$ cat config.mk
export PLATFORM = sky130hd
export DESIGN_NAME = srio_ctrl_regbank
export DESIGN_NICKNAME = d
export VERILOG_FILES = /design/src/rtl/srio_regbank_pkg.sv /design/src/rtl/srio_regbank_lane_merge.sv /design/src/rtl/srio_ctrl_regbank.sv
export SDC_FILE = /design/constraint.sdc
export NUM_CORES = 1
export LEC_CHECK = 0
export CAP_MARGIN = 20
export CORE_MARGIN = 4
export CORE_UTILIZATION = 53
export DETAILED_ROUTE_END_ITERATION = 7
export PLACE_DENSITY = 0.89
export RECOVER_POWER = 50
export SYNTH_ARGS = -nofsm -noshare
export SYNTH_HDL_FRONTEND = slang
export SYNTH_SLANG_ARGS = --single-unit
$ cat constraint.sdc
create_clock -name clk -period 18.5 [get_ports clk]
set_clock_uncertainty 0.2 [all_clocks]
set_input_delay 1.85 -clock clk [delete_from_list [all_inputs] [get_ports clk]]
set_output_delay 1.85 -clock clk [all_outputs]
set_load 0.01 [all_outputs]
$ cat src/rtl/srio_regbank_pkg.sv
// Shared constants, index type, decode classification and byte-enable merge
// helper for the SRIO control register bank.
package srio_regbank_pkg;

  localparam int          ADDR_LSB       = 3;
  localparam logic [3:0]  BASE_NIB_DEF   = 4'hC;
  localparam logic [15:0] COMMIT_OFS_DEF = 16'h00F8;

  // Wide enough for the largest supported bank (64 registers).
  typedef logic [5:0] idx_t;

  typedef enum logic [1:0] {
    DEC_NONE,
    DEC_REG,
    DEC_COMMIT,
    DEC_ERR
  } dec_e;

  function automatic logic [31:0] be_merge(input logic [31:0] old_val,
                                           input logic [31:0] new_val,
                                           input logic [3:0]  be);
    logic [31:0] res;
    for (int k = 0; k < 4; k++) begin
      res[8*k +: 8] = be[k] ? new_val[8*k +: 8] : old_val[8*k +: 8];
    end
    return res;
  endfunction

endpackage

$ cat src/rtl/srio_regbank_lane_merge.sv
// Byte-lane merge of one shadow register with an incoming write payload.
// Lanes whose enable is low keep their current value.
module srio_regbank_lane_merge
  import srio_regbank_pkg::*;
#(
  parameter int REG_W = 32
) (
  input  logic [REG_W-1:0]   cur,
  input  logic [REG_W-1:0]   wdata,
  input  logic [REG_W/8-1:0] be,
  output logic [REG_W-1:0]   merged
);

  logic [31:0] cur_w;
  logic [31:0] wdata_w;
  logic [31:0] merged_w;
  logic [3:0]  be_w;

  // Narrow registers are zero-padded into the 32-bit helper and sliced back.
  always_comb begin
    cur_w                  = '0;
    wdata_w                = '0;
    be_w                   = '0;
    cur_w[REG_W-1:0]       = cur;
    wdata_w[REG_W-1:0]     = wdata;
    be_w[REG_W/8-1:0]      = be;
    merged_w               = be_merge(cur_w, wdata_w, be_w);
  end

  assign merged = merged_w[REG_W-1:0];

endmodule

$ cat src/rtl/srio_ctrl_regbank.sv
// SRIO target-write control register bank: shadow/active registers with
// atomic commit. Optional readback port enabled by SRIO_REGBANK_RDBACK_EN.
module srio_ctrl_regbank
  import srio_regbank_pkg::*;
#(
  parameter int                         NUM_REGS    = 16,
  parameter int                         REG_W       = 32,
  parameter logic [3:0]                 BASE_NIB    = BASE_NIB_DEF,
  parameter logic [15:0]                COMMIT_OFS  = COMMIT_OFS_DEF,
  parameter bit                         AUTO_COMMIT = 1'b0,
  parameter logic [NUM_REGS*REG_W-1:0]  RST_VAL     = '0
) (
  input  logic                          clk,
  input  logic                          sys_rst,
  input  logic                          target_wr,
  input  logic [7:0]                    bus_en_in,
  input  logic [31:0]                   addrin,
  input  logic [63:0]                   din,
  output logic [NUM_REGS*REG_W-1:0]     reg_q,
  output logic [NUM_REGS-1:0]           reg_upd,
  output logic                          commit_pulse,
  output logic                          err_pulse,
  output logic [7:0]                    err_cnt,
  input  logic [$clog2(NUM_REGS)-1:0]   rd_idx,
  input  logic                          rd_req,
  output logic [REG_W-1:0]              rd_data,
  output logic                          rd_vld
);

  localparam int LANES = REG_W / 8;

  // Handshakes: target_wr is a one-beat valid with no backpressure (every
  // asserted cycle is consumed); rd_req is answered by rd_vld exactly one
  // cycle later, also without backpressure.

  logic        s1_wr;
  logic [31:0] s1_addr;
  logic [63:0] s1_din;
  logic [7:0]  s1_be;

  always_ff @(posedge clk) begin
    if (sys_rst) begin
      s1_wr   <= 1'b0;
      s1_addr <= '0;
      s1_din  <= '0;
      s1_be   <= '0;
    end else begin
      s1_wr   <= target_wr;
      s1_addr <= addrin;
      s1_din  <= din;
      s1_be   <= bus_en_in;
    end
  end

  logic [15:0]         off;
  logic                hit;
  dec_e                dec;
  idx_t                wr_idx;
  logic [LANES-1:0]    lane_be;
  logic [REG_W-1:0]    wr_data;
  logic [NUM_REGS-1:0] wr_mask;
  logic                commit_req;
  logic                err_hit;

  always_comb begin
    off        = s1_addr[15:0];
    hit        = s1_wr && (s1_addr[31:28] == BASE_NIB);
    wr_idx     = off[ADDR_LSB +: 6];
    lane_be    = s1_be[4 +: LANES];
    wr_data    = s1_din[32 +: REG_W];
    dec        = DEC_NONE;
    if (hit) begin
      if (off[ADDR_LSB-1:0] == '0 && off[15:ADDR_LSB] < 13'(NUM_REGS)) begin
        dec = DEC_REG;
      end else if (off == COMMIT_OFS) begin
        dec = DEC_COMMIT;
      end else begin
        dec = DEC_ERR;
      end
    end
    // A commit write is still a legal access under auto-commit, it just does nothing.
    commit_req = (dec == DEC_COMMIT) && s1_din[32] && !AUTO_COMMIT;
    err_hit    = (dec == DEC_ERR);
    for (int i = 0; i < NUM_REGS; i++) begin
      wr_mask[i] = (dec == DEC_REG) && (wr_idx == idx_t'(i)) && (|lane_be);
    end
  end

  logic unused_s1;
  assign unused_s1 = ^{s1_addr[27:16], s1_din[31:0], s1_be[3:0]};

  logic [REG_W-1:0] shadow [NUM_REGS];
  logic [REG_W-1:0] active [NUM_REGS];
  logic [REG_W-1:0] merged [NUM_REGS];

  for (genvar g = 0; g < NUM_REGS; g++) begin : g_lane
    srio_regbank_lane_merge #(.REG_W(REG_W)) u_merge (
      .cur    (shadow[g]),
      .wdata  (wr_data),
      .be     (lane_be),
      .merged (merged[g])
    );
    assign reg_q[g*REG_W +: REG_W] = active[g];
  end

  logic [NUM_REGS-1:0] dirty;
  logic                s2_commit;
  logic                commit_now;

  assign commit_now = AUTO_COMMIT ? (|dirty) : s2_commit;

  // A write decoded in the same cycle a commit copies the shadows lands after
  // the copy, so it re-arms dirty for the next commit.
  always_ff @(posedge clk) begin
    if (sys_rst) begin
      for (int i = 0; i < NUM_REGS; i++) begin
        shadow[i] <= RST_VAL[i*REG_W +: REG_W];
      end
      dirty     <= '0;
      s2_commit <= 1'b0;
      err_pulse <= 1'b0;
      err_cnt   <= '0;
    end else begin
      for (int i = 0; i < NUM_REGS; i++) begin
        if (wr_mask[i]) begin
          shadow[i] <= merged[i];
        end
      end
      dirty     <= (commit_now ? {NUM_REGS{1'b0}} : dirty) | wr_mask;
      s2_commit <= commit_req;
      err_pulse <= err_hit;
      if (err_hit && err_cnt != 8'hFF) begin
        err_cnt <= err_cnt + 8'd1;
      end
    end
  end

  always_ff @(posedge clk) begin
    if (sys_rst) begin
      for (int i = 0; i < NUM_REGS; i++) begin
        active[i] <= RST_VAL[i*REG_W +: REG_W];
      end
      reg_upd      <= '0;
      commit_pulse <= 1'b0;
    end else begin
      if (commit_now) begin
        for (int i = 0; i < NUM_REGS; i++) begin
          active[i] <= shadow[i];
        end
      end
      reg_upd      <= commit_now ? dirty : {NUM_REGS{1'b0}};
      commit_pulse <= commit_now;
    end
  end

`ifdef SRIO_REGBANK_RDBACK_EN
  // Reads the active array before any same-cycle commit lands.
  always_ff @(posedge clk) begin
    if (sys_rst) begin
      rd_data <= '0;
      rd_vld  <= 1'b0;
    end else begin
      rd_vld <= rd_req;
      if (rd_req && 32'(rd_idx) < NUM_REGS) begin
        rd_data <= active[rd_idx];
      end else begin
        rd_data <= '0;
      end
    end
  end
`else
  assign rd_data = '0;
  assign rd_vld  = 1'b0;

  logic unused_rd;
  assign unused_rd = ^{rd_idx, rd_req};
`endif

endmodule

==> summary.txt, run 1 <==
Floorplan
  • Die Wd: 284 um
  • Initial Utilization: 53.4%
  • Die Ht: 284 um
  • # IOs: 683
  • Core Footprint: 75800 sq um
  • Die area: 80900 sq um
  • # rows: 101

STA
  • Setup TNS Final: 0 ns
  • Slew headroom: -163%
  • Setup violations, final: 0
  • Final hold vios: 0
  • Min Tclk post-route: 9.30 ns
  • Worst slew pin tran: 3.95 ns
  • Period Utilization, post-route: 50.3%
  • Max Fclk: 107 MHz
  • Pins Over Slew Limit: 478
  • Hold Slack: 0.247 ns
  • RSZ-0062 raised after global routing: no
  • Final worst setup slack: 9.20 ns

Clocking
  • CTS clk-pin slew, worst paths: 0.06 ns
  • Skew-Pair Late Insertion Delay: 0.66 ns
  • Postcts setup bufs: 0
  • CTS buffer count: 105
  • Hold_buf cts: 0
  • Root Driver: clkbuf_16
  • CTS tree: built
  • Clock buffer depth: 3
  • Post-CTS Resized: 0
  • CTS sink cnt: 1124
  • Number of H-tree levels: 3

Power
  • Sequential share of power: 54.0%
  • Final total power: 5.39 mW
  • Clock network power share: 41.6%
  • Comb pwr share: 4.4%
  • Net switching power: 1.16 mW
  • Worst ir drop on vdd: 117 uV
  • Lkg Pwr: 19.2 nW
  • Sw frac: 21.6%
  • Internal: 4.23 mW
  • Power Density: 106 nW/um^2

Yosys
  • Synth Flop Type: edfxtp_1
  • Post-synth EDFFs: 1024
  • Synth unique cells: 41
  • Ys async rst share: 0%
  • Post-Synthesis Cells: 2482
  • Netlist Area Pre-Place: 40500 sq um
  • Yosys warns: 0
  • Sequential cell area fraction in the yosys report: 80.8%
  • FF+latch count, synth: 1124
  • Synth Area per Inst: 16.3 sq um

Final layout
  • Post-Layout Inst Area: 50900 sq um
  • Post-route insts no fill: 4143
  • Register area: 32800 sq um
  • Nets: 3183
  • Share of layout cells above drive strength 1: 7.12%
  • Final core occ: 67.1%
  • Area of the multi-input gates: 7040 sq um
  • Synth-to-Final Area Change: 25.5%
  • Fill cells: 4650

Placed design
  • GP Congestion: 0.833
  • Post-placement cell count: 3940
  • Area after DPL: 47300 sq um
  • DP Wirelength: 72800 um
  • Place WS: 12.65 ns
  • Port Buffers: 596

GRT
  • GRT overflow: 0
  • Total GRT Usage: 28.1%
  • Number of global-route vias before repair: 23292
  • First-pass GRT wire length: 164000 um
  • Largest net degree at the start of global routing: 328
  • Antenna violations before repair: 14

Setup path
  • Most used cell, CP: buf_4
  • Critical path cell sequence: clkbuf_1, nor2_1, inv_8, buf_4, buf_4
  • Setup crit start kind: input port
  • CP Max Fanout: 125
  • Slowest CP cell: clkbuf_1
  • CP Capture Type: register
  • CP Data Arrival Time: 9.39 ns
  • WS Path Type: input port to register
  • Largest stage delay on the critical path: 2.74 ns
  • CP Data Required Time: 18.59 ns

Hold path
  • Worst hold path class: register to register

Job
  • Max-cap violation count: 8

Route
  • DRC viols: 0
  • Pre-Repair DR Iteration Count: 5
  • Final ANT Viol Nets: 0
  • Total number of vias: 22969
  • Wire length per cell: 27.9 um
  • Final WL: 116000 um
  • Number of DRC markers in iteration 0: 2612
  • Via density: 5.54

Run status
  • Status: complete, but fails checks
  • Failing checks: max-capacitance violations, max-slew violations
sequential cells by signal (all words and copies together), names as in the netlist, 4 cells and up:
signal,cells
active,512
dirty,16
err_cnt,8
reg_upd,16
s1_addr,20
s1_be,4
s1_din,32
shadow,512
metal layers:
metal | wire (um) | vias to the layer above | track usage, %
li1 | - | 9789 | -
met1 | 38600 | 11370 | 32.7
met2 | 57400 | 1517 | 47.3
met3 | 13400 | 293 | 9.04
met4 | 6360 | 0 | 13.9
met5 | 0 | - | 0
cell usage in the layout (no fill, tap or decap), types with 3 or more instances in the layout:
cell type	count
edfxtp_1	1024
dlygate4sd3_1	437
nor2b_1	294
and2_0	238
and2_1	226
nor2_1	202
clkdlybuf4s50_1	158
clkbuf_16	106
dfxtp_1	99
nand2_1	81
a21o_1	36
conb_1	33
clkinv_2	24
clkbuf_1	23
a31o_2	20
buf_4	15
clkinv_1	14
bufinv_16	14
nor4_1	12
nand3_1	9
o21bai_1	8
inv_1	6
mux2_2	6
o21ai_0	6
clkbuf_8	6
clkinvlp_4	6
diode_2	5
nor3_1	5
a41o_1	4
a22o_1	4
clkinv_16	4
buf_12	3
critical path: cells and delay by family:
kind,cells,cell delay (ns)
buffers and inverters,4,5.59
AND/OR/NAND/NOR,1,1.57
worst paths after layout:
kind | slack, ns | cells after the start | startpoint | endpoint
min | 0.25 | 1 | dirty[6] | reg_upd[6]
max reg2reg | 12.94 | 5 | s1_be[5] | shadow[0][193]
min reg2reg | 0.25 | 1 | dirty[6] | reg_upd[6]
max | 9.20 | 5 | sys_rst | active[1][87]
power groups by stage:
stage               clock (mW)  combinational, mW  sequential (mW)
global placement             0              0.238             2.96
floorplan                    0             0.0867             2.97
CTS                       2.26              0.248             2.91
finish                    2.24              0.239             2.91
global route              2.37              0.252             2.91
detailed placement           0              0.245             2.96
cell families (layout without fill, tap and decap cells):
logic type | Yosys count | count (layout) | synth area share [%]
flops | 1124 | 1124 | 80.8
simple gates | 1086 | 1086 | 15.2
buf+inv | 178 | 824 | 2.08
compound gates | 85 | 85 | 1.65
mux | 7 | 7 | 0.191
fa+ha+maj | 1 | 1 | 0.0309
other cells | 1 | 38 | 0.00925
synth_stat cells (2+ instances only):
library cell  number  area share (%)
edfxtp_1        1024              76
and2_1           464             7.2
nor2b_1          295             4.6
nor2_1           202             1.9
clkbuf_1         125             1.2
dfxtp_1          100             4.9
nand2_1           81            0.75
a21o_1            36            0.67
buf_4             33            0.61
a31o_2            20            0.43
nor4_1            11            0.17
nand3_1            9            0.11
inv_1              8           0.074
o21bai_1           8            0.15
buf_6              6            0.17
mux2_2             6            0.17
o21ai_0            6           0.074
nor3_1             5           0.062
a22o_1             4           0.086
a41o_1             4           0.099
buf_2              4           0.049
nor4_4             4            0.21
nor3_2             3           0.074
a21oi_1            2           0.025
a32o_1             2           0.049
buf_1              2           0.019
nand2b_1           2           0.031
or4_1              2           0.037
or4b_4             2           0.068
layout make-up:
class                      count  area share [%]
antenna                        5          0.0246
clock buffer                 130            5.51
clock inverter                67            1.61
inverter                       8          0.0738
multi-input combinational   1212            13.8
sequential                  1124            64.4
tap                          978            2.41
timing repair buffer         619            12.1
(Power assumes the default switching activity.)
==> run 2: changes to the inputs <==
--- a/config.mk
+++ b/config.mk
@@ -7,9 +7,9 @@
 export LEC_CHECK = 0
 export CAP_MARGIN = 20
 export CORE_MARGIN = 4
-export CORE_UTILIZATION = 53
+export CORE_UTILIZATION = 48
 export DETAILED_ROUTE_END_ITERATION = 7
-export PLACE_DENSITY = 0.89
+export PLACE_DENSITY = 0.85
 export RECOVER_POWER = 50
 export SYNTH_ARGS = -nofsm -noshare
 export SYNTH_HDL_FRONTEND = slang
==> constraint.sdc (replaced) <==
create_clock -name clk -period 8.4 [get_ports clk]
set_clock_uncertainty 0.2 [all_clocks]
set_input_delay 0.84 -clock clk [delete_from_list [all_inputs] [get_ports clk]]
set_output_delay 0.84 -clock clk [all_outputs]
set_load 0.01 [all_outputs]
==> run 2 against run 1 <==
  * Global-route usage shrank 3.7 points
  * Critical endpoint is now active[1][96]
  * The run still ends with max-capacitance violations, max-slew violations left
  * Via count shrank 2.9%
  * Cell count grew 4.1%
  * Hold slack lost 0.0015 ns
  * Sequential cell count is the same
  * Clock-buffer cell count grew 16
  * Largest power group unchanged
  * Critical path type unchanged
  * Clock power grew 120%
  * Register-to-register slack lost 8.8 ns
  * Non-clock buffer count grew 7
  * First-iteration DRC count shrank 11%
==> summary.txt, run 2 (same netlist as run 1, synthesis figures left out) <==
Run status
  • Status: complete, but fails checks
  • Failing checks: max-capacitance violations, max-slew violations

STA
  • RSZ-0062 raised after global routing: no
  • Pins Over Slew Limit: 346 (-28%)
  • Max Fclk: 166 MHz
  • Worst slew pin tran: 3.26 ns (-0.689 ns)
  • Setup violations, final: 0 (unchanged)
  • Slew headroom: -117% (+46 points)
  • Min Tclk post-route: 6.02 ns
  • Period Utilization, post-route: 71.7%
  • Final worst setup slack: 2.38 ns (-6.82 ns)
  • Final hold vios: 0 (unchanged)
  • Hold Slack: 0.246 ns (-0.00145 ns)

Route
  • Total number of vias: 22308 (-2.9%)
  • Final WL: 111000 um (-4.4%)
  • Final ANT Viol Nets: 0 (unchanged)
  • Wire length per cell: 25.6 um (-8.2%)
  • Number of DRC markers in iteration 0: 2335 (-11%)
  • Pre-Repair DR Iteration Count: 5 (unchanged)
  • Via density: 5.17 (-6.7%)
  • DRC viols: 0 (unchanged)

Clocking
  • Skew-Pair Late Insertion Delay: 0.67 ns (about the same)
  • Postcts setup bufs: 0 (unchanged)
  • CTS sink cnt: 1124 (unchanged)
  • Hold_buf cts: 0 (unchanged)
  • CTS tree: built
  • Root Driver: clkbuf_16
  • Number of H-tree levels: 3 (unchanged)
  • Post-CTS Resized: 0 (unchanged)
  • CTS clk-pin slew, worst paths: 0.06 ns (about the same)
  • Clock buffer depth: 3 (unchanged)
  • CTS buffer count: 106 (+0.95%)

Floorplan
  • Initial Utilization: 48.4% (-5.0 points)
  • Core Footprint: 83700 sq um (+10%)
  • Die area: 89100 sq um (+10%)
  • Die Ht: 299 um (+4.9%)
  • Die Wd: 299 um (+4.9%)
  • # rows: 106 (+5.0%)
  • # IOs: 683 (unchanged)

Power
  • Power Density: 231 nW/um^2 (+120%)
  • Worst ir drop on vdd: 233 uV (+100%)
  • Final total power: 11.8 mW (+120%)
  • Lkg Pwr: 19.4 nW (+0.97%)

Final layout
  • Final core occ: 61.1% (-6.0 points)
  • Share of layout cells above drive strength 1: 7.54% (+0.42 points)
  • Commonest non-fill, non-tap cell in the layout: edfxtp_1
  • Nets: 3191 (+0.25%)
  • Most frequent cells in the layout: 1024 x edfxtp_1, 440 x dlygate4sd3_1, 360 x and2_1, 294 x nor2b_1, 201 x nor2_1
  • Post-Layout Inst Area: 51100 sq um (+0.47%)
  • Largest regs: active (512), shadow (512), s1_din (32)
  • Synth-to-Final Area Change: 26.1%

Job
  • Max-cap violation count: 3 (-5)

Setup path
  • CP Capture Type: register
  • Critical Path Source: sys_rst
  • Worst r2r src: s1_be[5]
  • CP Data Arrival Time: 6.02 ns (-3.37 ns)
  • CP Data Required Time: 8.40 ns (-10.19 ns)
  • WS Path Type: input port to register
  • Reg2reg setup slack: 4.10 ns (-8.84 ns)
  • R2R depth: 5 (unchanged)
  • Setup crit start kind: input port
  • RR Endpoint: shadow[0][166]
  • CP Max Fanout: 192 (+54%)

Hold path
  • Worst hold path class: register to register
  • WHS Path Cells: 1 (unchanged)
  • Hold Startpoint: dirty[7]
  • Hold EP: dirty[7]

GRT
  • Antenna violations before repair: 16 (+2)
  • Largest net degree at the start of global routing: 193 (-41%)
  • First-pass GRT wire length: 157000 um (-4.2%)
  • Total GRT Usage: 24.4% (-3.7 points)
  • GRT overflow: 0 (unchanged)
  • Number of global-route vias before repair: 22562 (-3.1%)

Placed design
  • Place WS: 4.12 ns (-8.52 ns)
  • Area after DPL: 47500 sq um (+0.56%)
  • GP Congestion: 0.823 (-1.2%)
  • DP Wirelength: 72200 um (-0.77%)
  • Port Buffers: 596 (unchanged)
-- run 2: area by class of cell --
type | instances | area [sq um]
sequential | 1124 | 32800
fill | 5760 | 32600
multi-input combinational | 1212 | 7090
timing repair buffer | 626 | 6210
clock buffer | 146 | 2910
tap | 1134 | 1420
clock inverter | 55 | 664
inverter | 8 | 31.3
antenna | 7 | 17.5
-- run 2: stage by stage --
step,TNS (ns),std cells
after global placement,0,4104
after detailed placement,0,4104
final,0,4312
after CTS,0,4305
after global routing,0,4308
after floorplan,-698.13,2514
-- run 2: per-layer routing --
metal	global-route usage, %	share of wire, %
met5	0	0.012
met3	7.21	9.7
met2	41.8	50
met1	29.1	36
met4	9.46	3.9
-- run 2: worst max path at each step --
| stage | depth (start not counted) | endpoint |
|---|---|---|
| 6_report | 4 | active[1][96] |
| 5_1_grt | 4 | active[1][96] |
| 4_1_cts | 5 | shadow[0][166] |
| 3_5_place_dp | 5 | shadow[0][34] |
| 3_3_place_gp | 5 | shadow[0][34] |
| 2_1_floorplan | 5 | active[0][0] |
-- run 2: where the power goes --
group	internal (mW)	switching, mW
Combinational	0.195	0.325
Sequential	6.29	0.105
Clock	2.79	2.10
-- run 2: worst max-delay path, cell delays in order --
cell and delay (ns):
clkbuf_1 2.00, nor2_4 0.47, clkinvlp_2 0.41, clkbuf_4 1.86
